## src/rtl/fetch_decode.sv

```systemverilog
// Instruction fetch and decode front end: fetches words from instruction memory,
// collects optional prefix/constant words and issues one decoded main word at a time.
module fetch_decode #(
    parameter int                ADDR_W   = 16,
    parameter logic [ADDR_W-1:0] RESET_PC = '0
) (
    input  logic              clk,
    input  logic              rst_n,
    output logic              imem_req,
    output logic [ADDR_W-1:0] imem_addr,
    input  logic              imem_ack,
    input  logic [31:0]       imem_rdata,
    input  logic              stall,
    output logic              halted,
    output logic [2:0]        op,
    output logic              form,
    output logic [1:0]        vec,
    output logic [3:0]        A,
    output logic [3:0]        B,
    output logic [3:0]        C,
    output logic [3:0]        D,
    output logic [3:0]        Y1,
    output logic [3:0]        Y2,
    output logic [3:0]        zero_reg,
    output logic [1:0]        write,
    output logic              const_a,
    output logic              program_counter_inc,
    output logic [31:0]       constant,
    output logic              copy_neg,
    output logic [3:0]        copy_select
);

    typedef enum logic [1:0] {S_FETCH, S_FETCH_CONST, S_ISSUE, S_HALT} state_t;

    state_t            state_q, state_d;
    logic              run_q;
    logic [ADDR_W-1:0] pc_q, pc_d;
    logic [2:0]        op_q, op_d;
    logic              form_q, form_d;
    logic [1:0]        vec_q, vec_d;
    logic [3:0]        src_a_q, src_a_d, src_b_q, src_b_d, src_c_q, src_c_d, src_d_q, src_d_d;
    logic [3:0]        y1_q, y1_d, y2_q, y2_d;
    logic [3:0]        zero_q, zero_d;
    logic [1:0]        wr_q, wr_d;
    logic              const_a_q, const_a_d;
    logic              copy_neg_q, copy_neg_d;
    logic [3:0]        copy_sel_q, copy_sel_d;
    logic [31:0]       constant_q, constant_d;
    logic              halted_q, halted_d;

    logic fetch_active;
    logic accept;
    logic issue_go;

    // run_q keeps the request low until the first clock edge after reset release.
    assign fetch_active = run_q && (state_q == S_FETCH || state_q == S_FETCH_CONST);
    assign accept       = fetch_active && imem_ack;
    assign issue_go     = (state_q == S_ISSUE) && !stall;

    always_comb begin
        state_d    = state_q;
        pc_d       = pc_q;
        op_d       = op_q;
        form_d     = form_q;
        vec_d      = vec_q;
        src_a_d    = src_a_q;
        src_b_d    = src_b_q;
        src_c_d    = src_c_q;
        src_d_d    = src_d_q;
        y1_d       = y1_q;
        y2_d       = y2_q;
        zero_d     = zero_q;
        wr_d       = wr_q;
        const_a_d  = const_a_q;
        copy_neg_d = copy_neg_q;
        copy_sel_d = copy_sel_q;
        constant_d = constant_q;
        halted_d   = halted_q;
        case (state_q)
            S_FETCH: begin
                if (accept) begin
                    if (imem_rdata[1:0] != 2'b00) begin
                        op_d    = imem_rdata[31:29];
                        form_d  = imem_rdata[28];
                        vec_d   = imem_rdata[27:26];
                        src_a_d = imem_rdata[25:22];
                        src_b_d = imem_rdata[21:18];
                        src_c_d = imem_rdata[17:14];
                        src_d_d = imem_rdata[13:10];
                        y1_d    = imem_rdata[9:6];
                        y2_d    = imem_rdata[5:2];
                        wr_d    = imem_rdata[1:0];
                        zero_d  = {imem_rdata[13:10] == 4'd0, imem_rdata[17:14] == 4'd0,
                                   imem_rdata[21:18] == 4'd0,
                                   (imem_rdata[25:22] == 4'd0) && !const_a_q};
                        pc_d    = pc_q + ADDR_W'(1);
                        state_d = S_ISSUE;
                    end else if (imem_rdata[25]) begin
                        halted_d = 1'b1;
                        state_d  = S_HALT;
                    end else begin
                        const_a_d  = imem_rdata[31];
                        copy_neg_d = imem_rdata[30];
                        copy_sel_d = imem_rdata[29:26];
                        pc_d       = pc_q + ADDR_W'(1);
                        state_d    = imem_rdata[31] ? S_FETCH_CONST : S_FETCH;
                    end
                end
            end
            S_FETCH_CONST: begin
                if (accept) begin
                    constant_d = imem_rdata;
                    pc_d       = pc_q + ADDR_W'(1);
                    state_d    = S_FETCH;
                end
            end
            S_ISSUE: begin
                if (issue_go) begin
                    const_a_d  = 1'b0;
                    copy_neg_d = 1'b0;
                    copy_sel_d = 4'd0;
                    state_d    = S_FETCH;
                end
            end
            default: ;
        endcase
    end

    always_ff @(posedge clk or negedge rst_n) begin
        if (!rst_n) begin
            state_q    <= S_FETCH;
            run_q      <= 1'b0;
            pc_q       <= RESET_PC;
            op_q       <= '0;
            form_q     <= 1'b0;
            vec_q      <= '0;
            src_a_q    <= '0;
            src_b_q    <= '0;
            src_c_q    <= '0;
            src_d_q    <= '0;
            y1_q       <= '0;
            y2_q       <= '0;
            zero_q     <= '0;
            wr_q       <= '0;
            const_a_q  <= 1'b0;
            copy_neg_q <= 1'b0;
            copy_sel_q <= '0;
            constant_q <= '0;
            halted_q   <= 1'b0;
        end else begin
            state_q    <= state_d;
            run_q      <= 1'b1;
            pc_q       <= pc_d;
            op_q       <= op_d;
            form_q     <= form_d;
            vec_q      <= vec_d;
            src_a_q    <= src_a_d;
            src_b_q    <= src_b_d;
            src_c_q    <= src_c_d;
            src_d_q    <= src_d_d;
            y1_q       <= y1_d;
            y2_q       <= y2_d;
            zero_q     <= zero_d;
            wr_q       <= wr_d;
            const_a_q  <= const_a_d;
            copy_neg_q <= copy_neg_d;
            copy_sel_q <= copy_sel_d;
            constant_q <= constant_d;
            halted_q   <= halted_d;
        end
    end

    // Write enables and the PC pulse exist only in the cycle the datapath accepts the issue.
    assign write               = issue_go ? wr_q : 2'b00;
    assign program_counter_inc = issue_go;
    assign imem_req            = fetch_active;
    assign imem_addr           = pc_q;
    assign halted              = halted_q;
    assign op                  = op_q;
    assign form                = form_q;
    assign vec                 = vec_q;
    assign A                   = src_a_q;
    assign B                   = src_b_q;
    assign C                   = src_c_q;
    assign D                   = src_d_q;
    assign Y1                  = y1_q;
    assign Y2                  = y2_q;
    assign zero_reg            = zero_q;
    assign const_a             = const_a_q;
    assign constant            = constant_q;
    assign copy_neg            = copy_neg_q;
    assign copy_select         = copy_sel_q;

endmodule
```

## config.mk

```make
export PLATFORM = sky130hd
export DESIGN_NAME = fetch_decode
export DESIGN_NICKNAME = d
export VERILOG_FILES = /design/src/rtl/fetch_decode.sv
export SDC_FILE = /design/constraint.sdc
export NUM_CORES = 1
export LEC_CHECK = 0
export ABC_AREA = 1
export BUFFER_PORTS_ARGS = -buffer_cell sky130_fd_sc_hd__buf_2
export CAP_MARGIN = 10
export CORE_AREA = 2 2 153 95
export CTS_CLUSTER_DIAMETER = 80
export CTS_CLUSTER_SIZE = 40
export DETAILED_ROUTE_END_ITERATION = 10
export DIE_AREA = 0 0 155 97
export HOLD_SLACK_MARGIN = 0.15
export PLACE_DENSITY = 0.48
export SETUP_SLACK_MARGIN = 0.02
export SLEW_MARGIN = 25
export SYNTH_ARGS = -nofsm -noshare
export SYNTH_HDL_FRONTEND = slang
export SYNTH_SLANG_ARGS = --single-unit
```

## constraint.sdc

```tcl
create_clock -name clk -period 2.8 [get_ports clk]
set_clock_uncertainty 0.15 [all_clocks]
set_input_delay 0 -clock clk [delete_from_list [all_inputs] [get_ports clk]]
set_output_delay 0 -clock clk [all_outputs]
set_load 0.02 [all_outputs]
```

* After elaboration in Yosys (flattened, before gate mapping)
Cells that the tools add are included.
** Cells by class
- Multiplexer cells :: 27
- Add/sub/neg operators :: 1
- Reduce and logical (&&, ||, !) cells :: 22
- Equality and inequality tests :: 8
- Bitwise operators :: 1
** Operators by type and width (number)
- two-way mux 16 bit :: 4
- one-hot mux 16 bit (2 select lines) :: 1
- adder 16 x 1 -> 16 bit, second input constant :: 1
- zero test 4 bit :: 4
- two-way mux 4 bit :: 4
- two-way mux 2 bit :: 6
- AND reduction 4 bit :: 3
- inequality test 2 bit, second input constant :: 5
- two-way mux 1 bit :: 8
- one-hot mux 4 bit (2 select lines) :: 1
- one-hot mux 2 bit (3 select lines) :: 1
- nonzero test 2 bit :: 3
- AND reduction 5 bit :: 1
- logical AND 1 bit :: 4
- one-hot mux 1 bit (2 select lines) :: 2
- inequality test 3 x 2 -> 1 bit, second input constant :: 1
- AND reduction 3 bit :: 1
- nonzero test 3 bit :: 1
- equality test 2 x 1 -> 1 bit, second input constant :: 1
- equality test 2 bit, second input constant :: 1
- zero test 1 bit :: 2
- zero test 2 bit :: 1
- AND reduction 2 bit :: 1
- logical OR 1 bit :: 1
- NOT 1 bit :: 1
** Storage, ports and cells
- Register bits after elaboration :: 94
- Input port bits :: 36

* Depth between registers and ports, before layout
Gate-level depths: netlist of run 1.
- Depth after elaboration :: 6
- Depth in mapped cells :: 10
- Depth with buffers taken out :: 10

* Worst setup path after synthesis of run 1
No wires, ideal clock.
- Path kind :: reg2reg
- Start :: register state_q[0]
- End :: register const_a_q (netlist: const_a)
- Clock period less this slack :: 1.811 ns
- Cell stages (with the launch flop) :: 10
- Library setup time :: 0.117 ns
- Data arrival time :: 1.544 ns
- Path slack :: 0.989 ns
- Cell sequence :: dfrtp_1 -> inv_1 -> ha_1 -> inv_1 -> nand2_1 -> nand3_2 -> a21boi_4 -> nand2_1 -> nand2_1 -> nand2_1
** On the way
- Word-level cells in the longest chain between the ends :: 6
** RTL lines
- start: declaration :: RTL line 35 : state_t state_q, state_d;
- start signal: assignment :: RTL line 151 : state_q <= state_d;
- equality test 2 x 1 -> 1 bit / zero test 2 bit (equally long branches) :: RTL line 56, 79
- logical OR 1 bit :: RTL line 56 : assign fetch_active = run_q && (state_q == S_FETCH || state_q == S_FETCH_CONST);
- logical AND 1 bit :: RTL line 56
- logical AND 1 bit :: RTL line 57 : assign accept = fetch_active && imem_ack;
- inequality test 2 bit (no source line)
- AND reduction 5 bit (no source line)
- end signal: assignment :: RTL line 165 : const_a_q <= const_a_d;
- end: declaration :: RTL line 45 : logic const_a_q, const_a_d;
Several ways; a longest one is shown, not always the timed one.
A chain may end at the register's enable or synchronous reset.

* Worst setup path after layout of run 1
- Start :: register state_q[0]
- End :: register zero_q[3] (netlist: zero_reg[3])
** On the way
- Word-level cells in the longest chain between the ends :: 5
** RTL lines
- equality test 2 x 1 -> 1 bit / zero test 2 bit (equally long branches) :: RTL line 56, 79
- logical OR 1 bit :: RTL line 56
- logical AND 1 bit :: RTL line 56
- logical AND 1 bit :: RTL line 57
- AND reduction 3 bit (no source line) (*)
- end signal: assignment :: RTL line 163 : zero_q <= zero_d;
- end: declaration :: RTL line 43 : logic [3:0] zero_q, zero_d;
Mark *: on every way between the ends. The rest lies on a longest branch, timed or not.

==> flow_summary.rst, run 1 <==
.. list-table::
   :header-rows: 1

   * - Metric
     - Value
   * - Cell count after synthesis
     - 459
   * - IO Port Bufs
     - 128
   * - Top-level port count
     - 129
   * - Cell repeated most along the worst path
     - sky130_fd_sc_hd__nand2_1
   * - Adder-cell share of the synthesized area
     - 0.0155
   * - Post-synthesis simple-gate area fraction
     - 0.218
   * - Layout fillers
     - 1385
   * - Cell at the root of the clock tree
     - sky130_fd_sc_hd__clkbuf_16
   * - Routed wire length
     - 10.9 mm
   * - GRT Residual Overflow
     - 0
   * - Final number of max-transition violations
     - 0
   * - Yosys warning count
     - 0
   * - Number of unique standard cell types used by synthesis
     - 28
   * - Critical path capture point type
     - flop
   * - CTS Sinks
     - 94
   * - Clock network latency to the later pin of the worst-skew pair
     - 340 ps
   * - H-tree level count
     - 3
   * - Final worst path period need
     - 2520 ps
   * - Share of the clock period used by the worst path
     - 0.900
   * - Slew at the pin with the worst max-slew slack
     - 595 ps
   * - Post-synthesis sequential area ratio
     - 0.582
   * - Critical Setup Path Class
     - flop to flop
   * - Crit path arrival time
     - 2650 ps
   * - Power density relative to cell area
     - 1060 nW/um^2
   * - Non-Filler Cell Area, Final
     - 5580 um^2
   * - Delay of the slowest cell on the worst path
     - 560 ps
   * - Die boundary height
     - 97 um
   * - Xor-xnor portion of the synthesized cell area
     - 0.0173
   * - Drt first-iter violations
     - 219
   * - Post-DR vias/cell
     - 4.34
   * - Most used cells in the layout excluding fill and tap cells
     - sky130_fd_sc_hd__nand2_1 (146), sky130_fd_sc_hd__buf_2 (127), sky130_fd_sc_hd__dfrtp_1 (94)
   * - P&R area growth vs syn
     - 38.1%
   * - DIE AREA
     - 15000 um^2
   * - Worst-path maximum fanout
     - 33
   * - Vias in the first global route
     - 3432
   * - Initial antenna violation count
     - 0
   * - Unrepaired setup endpoints after global routing
     - no
   * - Number of resized instances in the post-cts repair step
     - 0
   * - Total global routing track utilization
     - 0.150
   * - Total standard cell area after synthesis
     - 4040 um^2
   * - Result of the run
     - finished, final reports clean
   * - Total vias in the final route
     - 3501
   * - CTS tree
     - done
   * - Fmax
     - 0.397 GHz
   * - Type of origin of the critical path
     - flop
   * - Number of flip-flops under the largest register name
     - 32
   * - DRC Markers
     - 0
   * - Clock input transition at the sequential cells of the worst setup and hold paths
     - 70 ps
   * - Ordered list of cells on the worst path
     - inv_1 > ha_1 > nor2_2 > nor3_4 > nand2_2 > buf_4 > nor2_1 > nand2_1 > dlygate4sd3_1 > nand2_1
   * - Class of the tightest hold or removal check
     - primary input to flop
   * - Mean cell area of the mapped netlist
     - 8.80 um^2
   * - Dominant combinational cell family by area after synthesis
     - simple AND/OR/NAND/NOR gates
   * - Maximum Capacitance Violations
     - 0
   * - Multiplexer fraction of the synthesized cell area
     - 0
   * - Total nets after synthesis
     - 500
   * - Cell Area, Placed
     - 4850 um^2
   * - Pin count of the biggest net entering global routing
     - 63
   * - Total Neg Setup Slack
     - 0 ps
   * - Share of post-route cells with drive strength above 1
     - 0.249
   * - RePlAce Congestion
     - 0.833
   * - Final Hold Vio Count
     - 0
   * - Cts bufs inserted
     - 9
   * - Setup slack of the worst register-to-register path
     - 280 ps
   * - Horizontal extent of the die
     - 155 um
   * - Detailed-route wire length per cell
     - 13.6 um
   * - Floorplan core area
     - 13500 um^2
   * - Slowest cell on crit path
     - sky130_fd_sc_hd__dlygate4sd3_1
   * - Slew Limit Headroom
     - 0.603
   * - Required time at the worst-slack endpoint
     - 2930 ps
   * - Count of nets after finishing
     - 667
   * - Sum of net half-perimeters after detailed placement
     - 7.94 mm
   * - Synthesis-stage register bit count
     - 94
   * - Most common cell after layout, fill and taps aside
     - sky130_fd_sc_hd__nand2_1
   * - 1st-pass router iterations
     - 4
   * - Starting utilization of the core area
     - 0.299
   * - Final ANT Viol Nets
     - 0
   * - Maximum buffer depth of the clock tree
     - 2
   * - Leakage power summed over all cells
     - 2.96 nW
   * - Global-route wire length before repair
     - 17.8 mm
   * - Final Power
     - 5.90 mW
   * - Number of core rows
     - 33
   * - Antenna cells
     - 0
   * - Final setup fails
     - 0
   * - Maximum vdd ir drop
     - 0.363 mV
   * - Compound-cell area share of the yosys netlist
     - 0.0991
## routing by layer
layer | up-vias | part of all wire | GRT usage
met5 | - | 0 | 0
met2 | 80 | 0.43 | 0.215
met4 | 0 | 0.0050 | 0.0342
met3 | 4 | 0.055 | 0.0453
met1 | 1640 | 0.51 | 0.222
li1 | 1777 | - | -
## through the flow
step	hold slack (ps)	utilization	cells	setup slack, ps
6_report	293	0.413	806	279
5_1_grt	315	0.413	806	115
4_1_cts	285	0.413	806	270
3_5_place_dp	-43.7	0.359	751	625
3_3_place_gp	-53.9	0.359	751	704
2_1_floorplan	-446	-	459	989
## worst paths after layout
check / startpoint / to / cells past startpoint
setup / recovery: state_q[0]$_DFFE_PN0P_ / zero_reg[3]$_DFFE_PN0P_ / 10
hold / removal: imem_rdata[6] / constant[6]$_DFFE_PN0P_ / 4
setup reg to reg: state_q[0]$_DFFE_PN0P_ / zero_reg[3]$_DFFE_PN0P_ / 10
hold reg to reg: constant[10]$_DFFE_PN0P_ / constant[10]$_DFFE_PN0P_ / 2
max in group asynchronous: rst_n / imem_addr[11]$_DFFE_PN0P_ / 4
min in group asynchronous: rst_n / Y1[0]$_DFFE_PN0P_ / 4
## power breakdown
part / leakage, nW / internal (mW) / switching, mW / total, mW
Clock: 0.156 / 0.733 / 0.548 / 1.28
Combinational: 1.59 / 0.800 / 1.57 / 2.37
Sequential: 1.22 / 1.90 / 0.346 / 2.25
Total: 2.96 / 3.44 / 2.46 / 5.90
## cell type report
type	instances	area, um^2	share of cell area
clock inverter	6	76.3	0.0137
timing repair buffer	171	1090	0.196
multi-input combinational	302	1420	0.254
tap	175	219	0.0393
sequential	94	2350	0.422
inverter	48	180	0.0323
clock buffer	10	239	0.0429
## kinds of logic after synthesis
kind of cell	count (synthesis)
fa+ha+maj	5
buf+inv	63
simple gates	213
other cells	1
xor+xnor	8
compound gates	75
flops	94
## critical path, delay by kind of cell (launching register included)
family                     cells  cell delay (ps)
and+or+nand+nor                6              680
adders and majority gates      1              310
DFF                            1              420
buffers and inverters          3              900
## cell usage after synthesis (all sizes together)
library cell	instances	area, um^2
clkbuf	8	30.0
nor3	3	26.3
nor3b	2	15.0
a21boi	1	18.8
a211oi	1	7.51
buf	7	60.1
ha	5	62.6
conb	1	3.75
o21ai	69	349
nand4	6	37.5
nand2	148	561
xor2	3	26.3
inv	48	180
a21oi	2	10.0
o21bai	1	7.51
dfrtp	94	2350
o21a	1	7.51
xnor2	5	43.8
nand3	18	95.1
nor2	36	145
## repair_timing
action,CTS,global route
hold buffers,39,0
endpoints found under the hold margin,184,0
setup buffers,0,0
No activity file was read; power rests on OpenSTA's default activity.
==> run 2: changes to the inputs <==
--- a/config.mk
+++ b/config.mk
@@ -8,11 +8,11 @@
 export ABC_AREA = 1
 export BUFFER_PORTS_ARGS = -buffer_cell sky130_fd_sc_hd__buf_2
 export CAP_MARGIN = 10
-export CORE_AREA = 2 2 153 95
+export CORE_AREA = 2 2 120 122
 export CTS_CLUSTER_DIAMETER = 80
 export CTS_CLUSTER_SIZE = 40
 export DETAILED_ROUTE_END_ITERATION = 10
-export DIE_AREA = 0 0 155 97
+export DIE_AREA = 0 0 122 124
 export HOLD_SLACK_MARGIN = 0.15
 export PLACE_DENSITY = 0.48
 export SETUP_SLACK_MARGIN = 0.02
==> run 2 against run 1 <==
Against the previous run: global-route usage is 0.14 points lower; combinational power hardly changed; routed wire length is 0.18% lower; design area is 0.18% higher; die area is 0.62% higher; core utilization is 0.58 points lower; sequential power hardly changed; hold slack better by 15 ps; via count is 0.40% higher; critical endpoint is now zero_reg[0]$_DFFE_PN0P_; largest cell class unchanged; highest routed layer unchanged.
==> flow_summary.rst, run 2 (same netlist as run 1, synthesis figures left out) <==
.. list-table::
   :header-rows: 1

   * - Metric
     - Value
   * - Power density relative to cell area
     - 1060 nW/um^2 (+0.58%)
   * - Maximum Capacitance Violations
     - 0 (unchanged)
   * - Power Internal
     - 3.46 mW (+0.68%)
   * - H-tree level count
     - 3 (unchanged)
   * - Sw power
     - 2.48 mW (+0.86%)
   * - Die boundary height
     - 124 um (+28%)
   * - Sw Share
     - 0.418 (+0.000440)
   * - Number of core rows
     - 43 (+30%)
   * - 1st-pass router iterations
     - 4 (unchanged)
   * - Required time at the worst-slack endpoint
     - 2930 ps (about the same)
   * - Met1 wire length
     - 5.04 mm (-10%)
   * - Type of origin of the critical path
     - flop
   * - Slew at the pin with the worst max-slew slack
     - 806 ps (+211 ps)
   * - DRC Markers
     - 0 (unchanged)
   * - # placed instances
     - 755 (+0.53%)
   * - Number of cells on the worst hold path
     - 4 (unchanged)
   * - Number of flip-flops under the largest register name
     - 32 (unchanged)
   * - Cell at the root of the clock tree
     - sky130_fd_sc_hd__clkbuf_16
   * - Final Power
     - 5.94 mW (+0.76%)
   * - Detailed-route wire length per cell
     - 13.4 um (-0.92%)
   * - Post-DR vias/cell
     - 4.33 (-0.34%)
   * - IO Port Bufs
     - 128 (unchanged)
   * - CTS tree
     - done
   * - Routed wire length
     - 10.9 mm (-0.18%)
   * - Starting utilization of the core area
     - 0.294 (-0.00475)
   * - Core utilization of the finished layout
     - 0.407 (-0.00582)
   * - Maximum buffer depth of the clock tree
     - 2 (unchanged)
   * - Clock network latency to the later pin of the worst-skew pair
     - 350 ps (about the same)
   * - Post CTS Setup Buffer Count
     - 0 (unchanged)
   * - Post-Layout Cell Count
     - 812 (+0.74%)
   * - Horizontal extent of the die
     - 122 um (-21%)
   * - CTS Sinks
     - 94 (unchanged)
   * - Share of the clock period used by the worst path
     - 0.904 (+0.00362)
   * - Critical Setup Path Class
     - flop to flop
   * - Vias in the first global route
     - 3285 (-4.3%)
   * - Total vias in the final route
     - 3515 (+0.40%)
   * - Sum of net half-perimeters after detailed placement
     - 7.65 mm (-3.6%)
   * - Register-to-Register Path Depth
     - 9 (-1)
   * - Drt first-iter violations
     - 223 (+1.8%)
   * - Most common cell after layout, fill and taps aside
     - sky130_fd_sc_hd__nand2_1
   * - Final setup fails
     - 0 (unchanged)
   * - Count of nets after finishing
     - 668 (+0.15%)
   * - Unrepaired setup endpoints after global routing
     - no
   * - Total Neg Setup Slack
     - 0 ps (unchanged)
   * - Global-route wire length before repair
     - 17.2 mm (-3.5%)
   * - Final ANT Viol Nets
     - 0 (unchanged)
   * - Slew Limit Headroom
     - 0.461 (-0.143)
   * - Pin count of the biggest net entering global routing
     - 77 (+22%)
   * - DIE AREA
     - 15100 um^2 (+0.62%)
   * - Logic pwr share
     - 0.398 (-0.003)
   * - P&R area growth vs syn
     - 38.3%
   * - Crit path arrival time
     - 2660 ps (about the same)
   * - Met3 wire length
     - 577 um (-3.2%)
   * - Initial antenna violation count
     - 0 (unchanged)
   * - Fmax
     - 0.395 GHz (-0.40%)
   * - Total global routing track utilization
     - 0.149 (-0.00136)
   * - Final Hold Vio Count
     - 0 (unchanged)
   * - Final worst path period need
     - 2530 ps (+10.1 ps)
   * - Highest layer used for signal routing
     - met4
   * - RePlAce Congestion
     - 0.817 (-2.0%)
   * - Maximum vdd ir drop
     - 0.413 mV (+14%)
   * - Most used cells in the layout excluding fill and tap cells
     - sky130_fd_sc_hd__nand2_1 (146), sky130_fd_sc_hd__buf_2 (127), sky130_fd_sc_hd__dfrtp_1 (94)
   * - Floorplan core area
     - 13700 um^2 (+1.6%)
   * - Clock network fraction of total power
     - 0.219 (+0.002)
   * - Critical path capture point type
     - flop
   * - Share of post-route cells with drive strength above 1
     - 0.247 (-0.00198)
   * - Final number of max-transition violations
     - 0 (unchanged)
   * - Class of the tightest hold or removal check
     - primary input to flop
   * - Antenna cells
     - 0 (unchanged)
   * - Result of the run
     - finished, final reports clean
   * - Worst-path maximum fanout
     - 31 (-6.1%)
   * - Clock input transition at the sequential cells of the worst setup and hold paths
     - 70 ps (about the same)
   * - Routed met2 length
     - 5.15 mm (+10%)
   * - Top-level port count
     - 129 (unchanged)
   * - Register share of total power
     - 0.383 (+0.002)
   * - GRT Residual Overflow
     - 0 (unchanged)
   * - Cts bufs inserted
     - 9 (unchanged)
   * - Leakage power summed over all cells
     - 2.96 nW (+0.19%)
## run 2: cell count changes in the layout (fill, tap and decap cells not counted)
cell / previous run / this run
sky130_fd_sc_hd__dlygate4sd3_1: 38 / 41
sky130_fd_sc_hd__nand2_4: 0 / 1
sky130_fd_sc_hd__ha_2: 0 / 1
sky130_fd_sc_hd__buf_4: 4 / 3
sky130_fd_sc_hd__clkinv_2: 0 / 1
sky130_fd_sc_hd__clkinv_4: 2 / 0
sky130_fd_sc_hd__ha_1: 5 / 4
sky130_fd_sc_hd__nand2_2: 2 / 1
sky130_fd_sc_hd__buf_16: 1 / 0
sky130_fd_sc_hd__clkbuf_8: 1 / 2
## run 2: power by group through the flow
stage	registers (mW)	logic [mW]	clock network (mW)
2_1_floorplan	2.87	0.865	0
3_3_place_gp	2.28	2.30	0
3_5_place_dp	2.29	2.34	0
4_1_cts	2.27	2.39	1.35
5_1_grt	2.34	2.63	1.41
6_report	2.27	2.37	1.30
## run 2: worst paths after layout
| path | start | to | slack (ps) |
|---|---|---|---|
| max | state_q[1]$_DFFE_PN0P_ | zero_reg[0]$_DFFE_PN0P_ | 270 |
| min | imem_rdata[5] | constant[5]$_DFFE_PN0P_ | 310 |
| max reg2reg | state_q[1]$_DFFE_PN0P_ | zero_reg[0]$_DFFE_PN0P_ | 270 |
| min reg2reg | constant[10]$_DFFE_PN0P_ | constant[10]$_DFFE_PN0P_ | 320 |
| max in group asynchronous | rst_n | const_a$_DFFE_PN0P_ | 730 |
| min in group asynchronous | rst_n | constant[27]$_DFFE_PN0P_ | 640 |
## run 2: metrics by stage
| stage | cell area [um^2] | hold slack (ps) | setup WS, ps |
|---|---|---|---|
| final | 5590 | 308 | 269 |
| after global routing | 5590 | 317 | 73.9 |
| after floorplan | 4040 | -446 | 989 |
| after detailed placement | 4850 | -254 | 489 |
| after CTS | 5580 | 291 | 101 |
| after global placement | 4850 | -256 | 555 |
## run 2: worst max-delay path: stages, from the launching register on
cell                            delay [ps]
sky130_fd_sc_hd__dfrtp_1               420
sky130_fd_sc_hd__inv_1                 100
sky130_fd_sc_hd__ha_1                  280
sky130_fd_sc_hd__nor2_2                 80
sky130_fd_sc_hd__nor3_4                240
sky130_fd_sc_hd__nand2_4               240
sky130_fd_sc_hd__inv_1                 180
sky130_fd_sc_hd__nand2_1               100
sky130_fd_sc_hd__o21ai_2               120
sky130_fd_sc_hd__dlygate4sd3_1         560
## run 2: repair_timing
| item | in CTS | in global routing |
|---|---|---|
| resized for setup | 0 | 2 |
| endpoints found under the hold margin | 184 | 0 |
| hold buffers | 41 | 0 |
| setup endpoints to repair | 0 | 2 |
## run 2: final cells by class
| cell class | count | area (um^2) |
|---|---|---|
| Clock buffer | 11 | 253 |
| Timing Repair Buffer | 172 | 1090 |
| Clock inverter | 5 | 63.8 |
| Multi-Input combinational cell | 302 | 1420 |
| Fill cell | 1450 | 8130 |
| Tap cell | 180 | 225 |
| Inverter | 48 | 180 |
| Sequential cell | 94 | 2350 |
## run 2: metal layers
metal | up-vias | GRT usage
li1 | 1784 | -
met1 | 1625 | 0.199
met2 | 95 | 0.238
met3 | 11 | 0.0371
met4 | 0 | 0.0474
met5 | - | 0
==> run 3: changes to the inputs <==
--- a/config.mk
+++ b/config.mk
@@ -8,13 +8,14 @@
 export ABC_AREA = 1
 export BUFFER_PORTS_ARGS = -buffer_cell sky130_fd_sc_hd__buf_2
 export CAP_MARGIN = 10
-export CORE_AREA = 2 2 120 122
+export CORE_AREA = 2 2 89 91
+export CTS_BUF_LIST = sky130_fd_sc_hd__clkbuf_4
 export CTS_CLUSTER_DIAMETER = 80
 export CTS_CLUSTER_SIZE = 40
 export DETAILED_ROUTE_END_ITERATION = 10
-export DIE_AREA = 0 0 122 124
+export DIE_AREA = 0 0 91 93
 export HOLD_SLACK_MARGIN = 0.15
-export PLACE_DENSITY = 0.48
+export PLACE_DENSITY = 0.81
 export SETUP_SLACK_MARGIN = 0.02
 export SLEW_MARGIN = 25
 export SYNTH_ARGS = -nofsm -noshare
==> run 3 against run 2 <==
Against the previous run: total power is 7.6% lower; core utilization rose by 30 points; routed wire length is 0.91% lower; critical path type unchanged; critical endpoint is now zero_reg[3]$_DFFE_PN0P_; clock-buffer cell count shrank 2; global-route usage up 12 points; flip-flop and latch count stayed put; maximum frequency grew 9.0%; worst setup slack better by 210 ps.
==> flow_summary.rst, run 3 (same netlist as run 1, synthesis figures left out) <==
.. list-table::
   :header-rows: 1

   * - Metric
     - Value
   * - Result of the run
     - finished, final reports clean
   * - CTS hold repair buffers
     - 41 (unchanged)
   * - Number of flip-flops under the largest register name
     - 32 (unchanged)
   * - Maximum Capacitance Violations
     - 0 (unchanged)
   * - H-tree level count
     - 3 (unchanged)
   * - Post-DR vias/cell
     - 5.13 (+19%)
   * - Cts bufs inserted
     - 9 (unchanged)
   * - Fmax
     - 0.431 GHz (+9.0%)
   * - Sum of net half-perimeters after detailed placement
     - 6.93 mm (-9.5%)
   * - Required time at the worst-slack endpoint
     - 3040 ps (+110 ps)
   * - Count of nets after finishing
     - 669 (+0.15%)
   * - Initial antenna violation count
     - 0 (unchanged)
   * - Pin count of the biggest net entering global routing
     - 39 (-49%)
   * - Critical path destination
     - zero_reg[3]$_DFFE_PN0P_
   * - Share of post-route cells with drive strength above 1
     - 0.247 (unchanged)
   * - DIE AREA
     - 8460 um^2 (-44%)
   * - Final Hold Vio Count
     - 0 (unchanged)
   * - Drt first-iter violations
     - 312 (+40%)
   * - Sw power
     - 2.42 mW (-2.5%)
   * - Class of the tightest hold or removal check
     - primary input to flop
   * - GRT Residual Overflow
     - 0 (unchanged)
   * - Final number of max-transition violations
     - 0 (unchanged)
   * - Met1 track demand over resource
     - 0.342 (+0.143)
   * - Maximum buffer depth of the clock tree
     - 2 (unchanged)
   * - P&R area growth vs syn
     - 32.6%
   * - # placed instances
     - 678 (-10%)
   * - Start of the worst register-to-register path
     - state_q[0]$_DFFE_PN0P_
   * - Number of core rows
     - 32 (-26%)
   * - Global-route wire length before repair
     - 18.1 mm (+5.4%)
   * - Floorplan core area
     - 7530 um^2 (-45%)
   * - Clock input transition at the sequential cells of the worst setup and hold paths
     - 150 ps (+80 ps)
   * - Share of the clock period used by the worst path
     - 0.829 (-0.0747)
   * - Vias in the first global route
     - 3790 (+15%)
   * - Worst-path maximum fanout
     - 38 (+23%)
   * - Sw Share
     - 0.441 (+0.0233)
   * - Most used cells in the layout excluding fill and tap cells
     - sky130_fd_sc_hd__nand2_1 (146), sky130_fd_sc_hd__buf_2 (127), sky130_fd_sc_hd__dfrtp_1 (94)
   * - Routed wire length
     - 10.8 mm (-0.91%)
   * - Core utilization of the finished layout
     - 0.712 (+0.304)
   * - DRC Markers
     - 0 (unchanged)
   * - Critical Setup Path Class
     - flop to flop
   * - Unrepaired setup endpoints after global routing
     - no
   * - IO Port Bufs
     - 128 (unchanged)
   * - GR met3 Demand/Resource
     - 0.0451 (+0.00804)
   * - Endpoint of the lowest-slack register-to-register path
     - zero_reg[3]$_DFFE_PN0P_
   * - CTS tree
     - done
   * - Register share of total power
     - 0.412 (+0.029)
   * - Slew Limit Headroom
     - 0.661 (+0.201)
   * - Power Internal
     - 3.07 mW (-11%)
   * - Cell at the root of the clock tree
     - sky130_fd_sc_hd__clkbuf_4
   * - Horizontal extent of the die
     - 91 um (-25%)
   * - Post-Layout Cell Count
     - 734 (-9.6%)
   * - Final setup fails
     - 0 (unchanged)
   * - CTS Sinks
     - 94 (unchanged)
   * - Total vias in the final route
     - 3766 (+7.1%)
   * - Total Neg Setup Slack
     - 0 ps (unchanged)
   * - Logic pwr share
     - 0.438 (+0.040)
   * - Post CTS Setup Buffer Count
     - 0 (unchanged)
   * - Most common cell after layout, fill and taps aside
     - sky130_fd_sc_hd__nand2_1
   * - Starting utilization of the core area
     - 0.537 (+0.242)
   * - 1st-pass router iterations
     - 5 (+1)
   * - Busiest metal layer after global routing
     - met2
   * - Slew at the pin with the worst max-slew slack
     - 506 ps (-300 ps)
   * - Final worst path period need
     - 2320 ps (-209 ps)
   * - Power density relative to cell area
     - 1020 nW/um^2 (-3.7%)
   * - Critical path capture point type
     - flop
   * - Leakage power summed over all cells
     - 2.89 nW (-2.3%)
   * - Final ANT Viol Nets
     - 0 (unchanged)
   * - Clock network fraction of total power
     - 0.150 (-0.069)
   * - Clock network latency to the later pin of the worst-skew pair
     - 420 ps (+70 ps)
   * - Register-to-Register Path Depth
     - 9 (unchanged)
   * - Number of resized instances in the post-cts repair step
     - 0 (unchanged)
   * - Setup slack of the worst register-to-register path
     - 480 ps (+210 ps)
   * - Crit path arrival time
     - 2560 ps (-100 ps)
   * - Crit path from
     - state_q[0]$_DFFE_PN0P_
   * - Antenna cells
     - 0 (unchanged)
   * - Detailed-route wire length per cell
     - 14.7 um (+9.6%)
   * - Maximum vdd ir drop
     - 0.573 mV (+39%)
   * - Die boundary height
     - 93 um (-25%)
   * - Met2 track utilization from global routing
     - 0.454 (+0.216)
   * - RePlAce Congestion
     - 0.912 (+12%)
   * - Worst hold slack across all endpoints
     - 206 ps (-102 ps)
   * - Top-level port count
     - 129 (unchanged)
   * - Total global routing track utilization
     - 0.272 (+0.123)
   * - Type of origin of the critical path
     - flop
==> run 3: cell types whose count changed in the layout (fill, tap and decap cells not counted), moves of 2 or more <==
cell                        previous run  this run
sky130_fd_sc_hd__clkbuf_8              2         0
sky130_fd_sc_hd__buf_12                1         3
sky130_fd_sc_hd__clkbuf_16             9         0
sky130_fd_sc_hd__clkbuf_4              0         9
==> run 3: routing by layer <==
layer,wire length (um),share of wire
met3,647,0.060
met2,5290,0.49
met5,0,0
met1,4450,0.41
met4,431,0.040
==> run 3: worst max-delay path, cell delays in order (launching register included) <==
cell and delay (ps):
sky130_fd_sc_hd__dfrtp_1 440, sky130_fd_sc_hd__inv_1 100, sky130_fd_sc_hd__ha_1 320, sky130_fd_sc_hd__nor2_2 110, sky130_fd_sc_hd__nor3_4 230, sky130_fd_sc_hd__nand2_2 360, sky130_fd_sc_hd__buf_12 300, sky130_fd_sc_hd__nor2_1 150
sky130_fd_sc_hd__nand2_1 80, sky130_fd_sc_hd__nand2_1 60
==> run 3: stage by stage <==
step / total power [mW] / worst slack [ps] / area, um^2
global placement: 4.50 / 654 / 4770
floorplan: 3.74 / 989 / 4040
detailed placement: 4.58 / 552 / 4770
CTS: 5.45 / 524 / 5360
finish: 5.49 / 478 / 5360
global route: 5.85 / 262 / 5360
==> run 3: final cells by class <==
class,instances,area [um^2]
flip-flops and latches,94,2350
fillers,578,2170
multi-input cells,302,1420
repair buffers,173,1120
inverters,48,180
well taps,102,128
clock inverters,6,93.8
clock buffers,9,67.6
==> run 3: worst min-delay path by stage <==
stage	startpoint	endpoint	cells past startpoint
4_1_cts	imem_rdata[9]	constant[9]$_DFFE_PN0P_	4
5_1_grt	imem_rdata[9]	constant[9]$_DFFE_PN0P_	4
6_report	imem_rdata[5]	constant[5]$_DFFE_PN0P_	4
3_5_place_dp	rst_n	constant[6]$_DFFE_PN0P_	1
2_1_floorplan	rst_n	A[0]$_DFFE_PN0P_	0
3_3_place_gp	rst_n	Y2[2]$_DFFE_PN0P_	1
==> run 3: power groups by stage <==
| stage | logic (mW) | registers, mW | clock network (mW) |
|---|---|---|---|
| 2_1_floorplan | 0.865 | 2.87 | 0 |
| 3_3_place_gp | 2.26 | 2.24 | 0 |
| 3_5_place_dp | 2.32 | 2.26 | 0 |
| 4_1_cts | 2.38 | 2.24 | 0.832 |
| 5_1_grt | 2.63 | 2.33 | 0.896 |
| 6_report | 2.40 | 2.26 | 0.823 |
